[config.mk]
export PLATFORM = sky130hd
export DESIGN_NAME = key_event_fifo
export DESIGN_NICKNAME = d
export VERILOG_FILES = /design/src/rtl/key_event_fifo.sv
export SDC_FILE = /design/constraint.sdc
export NUM_CORES = 1
export LEC_CHECK = 0
export CAP_MARGIN = 20
export CORE_MARGIN = 4
export CORE_UTILIZATION = 60
export CTS_BUF_LIST = sky130_fd_sc_hd__clkbuf_8
export DETAILED_ROUTE_END_ITERATION = 8
export PLACE_DENSITY = 0.84
export SYNTH_ARGS = -nofsm -noshare
export SYNTH_HDL_FRONTEND = slang
export SYNTH_SLANG_ARGS = --single-unit
[constraint.sdc]
create_clock -name Clk -period 4.8 [get_ports Clk]
set_input_delay 1.44 -clock Clk [delete_from_list [all_inputs] [get_ports Clk]]
set_output_delay 1.44 -clock Clk [all_outputs]
set_load 0.1 [all_outputs]
[src/rtl/key_event_fifo.sv]
// Purpose : turns keyboard scan-code changes into {press,code} events queued in a FWFT FIFO, and tracks WASD held state.
// Latency : input change sampled at edge N is written at edge N+1; with an empty FIFO ev_valid rises after edge N+1.
// Backpr. : consumer pops with ev_ready while ev_valid; a push that finds the FIFO full without a same-cycle pop is dropped and sets sticky overflow.
//
// Ports:
//   Clk        system clock, all state changes on its rising edge
//   reset_n    asynchronous active-low reset of all control state
//   keyCode    current scan code from the keyboard stage
//   press      1 = keyCode held, 0 = keyCode released
//   ev_ready   consumer pop request (ignored while the FIFO is empty)
//   clear_ovf  clears the overflow flag (a drop in the same cycle wins)
//   ev_valid   FIFO head is valid (count != 0)
//   ev_code    scan code at the FIFO head (8'h00 when empty)
//   ev_press   press/release bit at the FIFO head (0 when empty)
//   count      number of occupied entries, 0..DEPTH
//   overflow   sticky flag: at least one event was dropped
//   key_held   held state of {W,A,S,D} = {8'h1D,8'h1C,8'h1B,8'h23}
module key_event_fifo #(
    parameter int DEPTH = 8
) (
    input  logic                     Clk,
    input  logic                     reset_n,
    input  logic [7:0]               keyCode,
    input  logic                     press,
    input  logic                     ev_ready,
    input  logic                     clear_ovf,
    output logic                     ev_valid,
    output logic [7:0]               ev_code,
    output logic                     ev_press,
    output logic [$clog2(DEPTH):0]   count,
    output logic                     overflow,
    output logic [3:0]               key_held
);

    localparam int AW = $clog2(DEPTH);
    localparam int CW = AW + 1;
    localparam logic [AW-1:0] PTR_ONE  = 1;
    localparam logic [CW-1:0] CNT_ONE  = 1;
    localparam logic [CW-1:0] CNT_FULL = CW'(DEPTH);

    localparam logic [7:0] CODE_W = 8'h1D;
    localparam logic [7:0] CODE_A = 8'h1C;
    localparam logic [7:0] CODE_S = 8'h1B;
    localparam logic [7:0] CODE_D = 8'h23;

    // ------------------------------------------------------------------
    // Input sampling and change detection
    // ------------------------------------------------------------------
    logic [8:0] in_q;
    logic [8:0] prev_q;
    logic       evt;

    always_ff @(posedge Clk or negedge reset_n) begin
        if (!reset_n) begin
            in_q   <= 9'h000;
            prev_q <= 9'h000;
        end else begin
            in_q   <= {press, keyCode};
            prev_q <= in_q;
        end
    end

    // Any change of {press,code} is an event, except that code 8'h00 means
    // "no key" and never produces one.
    assign evt = (in_q != prev_q) && (in_q[7:0] != 8'h00);

    // ------------------------------------------------------------------
    // FIFO control
    // ------------------------------------------------------------------
    logic [8:0]    mem [DEPTH];
    logic [AW-1:0] wr_ptr;
    logic [AW-1:0] rd_ptr;
    logic          full;
    logic          do_pop;
    logic          do_push;
    logic          drop;

    assign ev_valid = (count != '0);
    assign full     = (count == CNT_FULL);

    // A pop needs a valid head, so ev_ready on an empty FIFO does nothing.
    assign do_pop  = ev_valid && ev_ready;
    // When full, a same-cycle pop frees the slot the push needs.
    assign do_push = evt && (!full || do_pop);
    assign drop    = evt && full && !do_pop;

    always_ff @(posedge Clk or negedge reset_n) begin
        if (!reset_n) begin
            wr_ptr <= '0;
            rd_ptr <= '0;
            count  <= '0;
        end else begin
            // DEPTH is a power of two, so natural pointer overflow wraps modulo DEPTH.
            if (do_push) begin
                wr_ptr <= wr_ptr + PTR_ONE;
            end
            if (do_pop) begin
                rd_ptr <= rd_ptr + PTR_ONE;
            end
            case ({do_push, do_pop})
                2'b10:   count <= count + CNT_ONE;
                2'b01:   count <= count - CNT_ONE;
                default: count <= count;
            endcase
        end
    end

    // Storage holds data only; validity is tracked by count, so it needs no reset.
    always_ff @(posedge Clk) begin
        if (do_push) begin
            mem[wr_ptr] <= in_q;
        end
    end

    // Head is masked to zero when empty so the outputs are defined during reset.
    logic [8:0] head;
    assign head     = mem[rd_ptr];
    assign ev_code  = ev_valid ? head[7:0] : 8'h00;
    assign ev_press = ev_valid ? head[8]   : 1'b0;

    // ------------------------------------------------------------------
    // Sticky overflow: a drop in the same cycle beats clear_ovf
    // ------------------------------------------------------------------
    always_ff @(posedge Clk or negedge reset_n) begin
        if (!reset_n) begin
            overflow <= 1'b0;
        end else if (drop) begin
            overflow <= 1'b1;
        end else if (clear_ovf) begin
            overflow <= 1'b0;
        end
    end

    // ------------------------------------------------------------------
    // WASD held state follows every detected event, even dropped ones
    // ------------------------------------------------------------------
    always_ff @(posedge Clk or negedge reset_n) begin
        if (!reset_n) begin
            key_held <= 4'h0;
        end else if (evt) begin
            case (in_q[7:0])
                CODE_W:  key_held[3] <= in_q[8];
                CODE_A:  key_held[2] <= in_q[8];
                CODE_S:  key_held[1] <= in_q[8];
                CODE_D:  key_held[0] <= in_q[8];
                default: key_held    <= key_held;
            endcase
        end
    end

endmodule

==> metrics.yaml <==
r2r_cells: 6
cts_buffers: 9
yosys.area.top_type: "edfxtp_1"
synth.most_common_cell: "edfxtp_1"
min_path_cells: 1
setup_viol: 0
yosysTopAreaCellShare_pct: 51.9
start_util_pct: 61.6
grtUsageTotal_pct: 19.4
htree_levels: 3
slowest_stage: "clkdlybuf4s50_1"
critPathRequiredTime_ns: 3.36
outcome: "completed"
finClkSkew_ns: 0.00956
antenna_found_initial: 0
syn_area_um2: 4160
ys_top_cells_by_area: "edfxtp_1 52%, dfrtp_1 20%, mux4_2 9.7%, mux2i_1 2.6%, xor2_1 2.3%"
endpoint_kind: "output port"
reg2reg_slack_ns: 1.96
synth_edf_count: 72
seq_area_frac_synth_pct: 71.8
ys_ff_latch: 105
clk_pin_slew_ns: 0.09
setup_tns_ns: 0
grt_pass1_vias: 2306
finalMaxSlewViolations: 0
synth_nets: 243
synth.cells.most_frequent: "72 x edfxtp_1, 33 x dfrtp_1, 18 x mux4_2, 13 x nor2_1"
crit_fanout: 10
gr-total-overflow: 0
drt-total-wl_um: 7360
clk_latency_ns: 0.36
nNetsFinal: 288
die_h_um: 91.3
wl_per_cell_um: 20.6
drv_cap: 0
slowest_delay_ns: 1.00
dr.first_iter.drc_count: 144
first_pass_iters: 4
hold_path_class: "reg2reg"
syn_area_per_cell_um2: 18.3
worst_slew_pin_slew_ns: 0.988
yosysWarningCount: 0
hold_buffers: 0
routabilityCongestion: 0.805
worstHoldStart: "key_held[0]"
drive_gt1_share_pct: 24.9
synth-main-ff-cell: "edfxtp_1"
vias: 2149
core_area_um2: 6760
cts.sinks: 105
synthArstFlopShare_pct: 31.4
r2r-end: "mem[2][5]"
place_hpwl_um: 4790
grt_first_pass_wirelength_um: 11900
cp.arrival_ns: 2.62
ys_types: 39
criticalPathCategory: "reg2out"
cp_top_family: "buffers and inverters"
postSynthCellCount: 227
cts_root_buffer: "clkbuf_8"
postCtsSetupBuffers: 0
ant_nets: 0
crit-reg2reg-launch: "in_q[0]"
grt_max_degree: 34
fmax_mhz: 246
start_kind: "flip-flop"
post-route-min-period_ns: 4.06
routed_via_density: 6.02
area_delta_synth_final_pct: 16.3
slew_headroom_pct: 33.9
finalCritPeriodShare_pct: 84.6
cts_max_path_buffers: 2
fillers: 430
rows: 30
die_w_um: 91.3
drc: 0
n_antenna_cell: 0
min_to: "key_held[0]"
die_area_um2: 8340
path_cells: "nor4_4 -> inv_4 -> clkdlybuf4s50_1"
grt_setup_unrepaired: "no"
io_pins: 32
cts_resized: 0
hold_violations: 0
crit_buf_inv: 2
numPortBuffers: 31
cts_tree: "done"
==> worst max-delay path by stage <==
stage | start | to | depth (start not counted)
after CTS | count[2] | ev_valid | 3
after floorplan | count[2] | ev_code[0] | 2
after detailed placement | ev_ready | mem[2][5] | 4
after global placement | ev_ready | mem[2][6] | 4
final | count[2] | ev_valid | 3
after global routing | count[2] | ev_valid | 3
==> flip-flops by register name, indices dropped and copies added, names as in the netlist <==
name and count:
in_q 9, mem 72, prev_q 9, rd_ptr 3
overflow 1, key_held 4, wr_ptr 3, count 4
==> layout by cell type, fill, tap and decap left out, drive strengths merged, types with 9 or more instances in the layout <==
cell type	n
xor2	11
mux4	18
dfrtp	33
clkbuf	9
clkdlybuf4s50	22
nor2	13
edfxtp	72
mux2i	11
buf	19
==> stage by stage <==
step	cell area, um2	utilization [%]	worst slack, ns	cells	hold WS (ns)
floorplan	4160	-	0.817	227	0.520
global placement	4600	68.1	1.05	341	0.495
detailed placement	4600	68.1	0.942	341	0.495
CTS	4840	71.7	0.684	357	0.525
global route	4840	71.7	0.603	357	0.554
finish	4840	71.7	0.738	357	0.519
==> logic make-up (layout without fill, tap and decap cells) <==
logic type | count (synthesis) | in the layout | share of synthesized area, %
AO/OA/AOI/OAI | 5 | 5 | 0.781
buffers and inverters | 11 | 61 | 1.38
multiplexers | 36 | 36 | 14.4
flip-flops | 105 | 105 | 71.8
XOR/XNOR | 16 | 16 | 3.37
AND/OR/NAND/NOR | 51 | 51 | 7.45
adder cells (fa/ha/maj) | 3 | 3 | 0.902
==> final cells by class <==
class / instances / area (um2) / share of cell area [%]
flip-flops and latches: 105 / 2990 / 61.7
multi-input cells: 111 / 1130 / 23.4
repair buffers: 41 / 363 / 7.49
clock buffers: 9 / 124 / 2.56
clock inverters: 7 / 119 / 2.45
well taps: 80 / 100 / 2.07
inverters: 4 / 17.5 / 0.362
==> layer usage <==
layer	up-vias	GRT usage [%]	share of wire [%]
met1	1109	24.7	40
li1	974	-	-
met2	54	33.3	53
met5	-	0	0
met3	12	2.82	4.5
met4	0	8.79	1.9
Power is left out: the tool's default activity adds up to more than one toggle a clock period on the data nets, which glitch-free logic cannot reach.
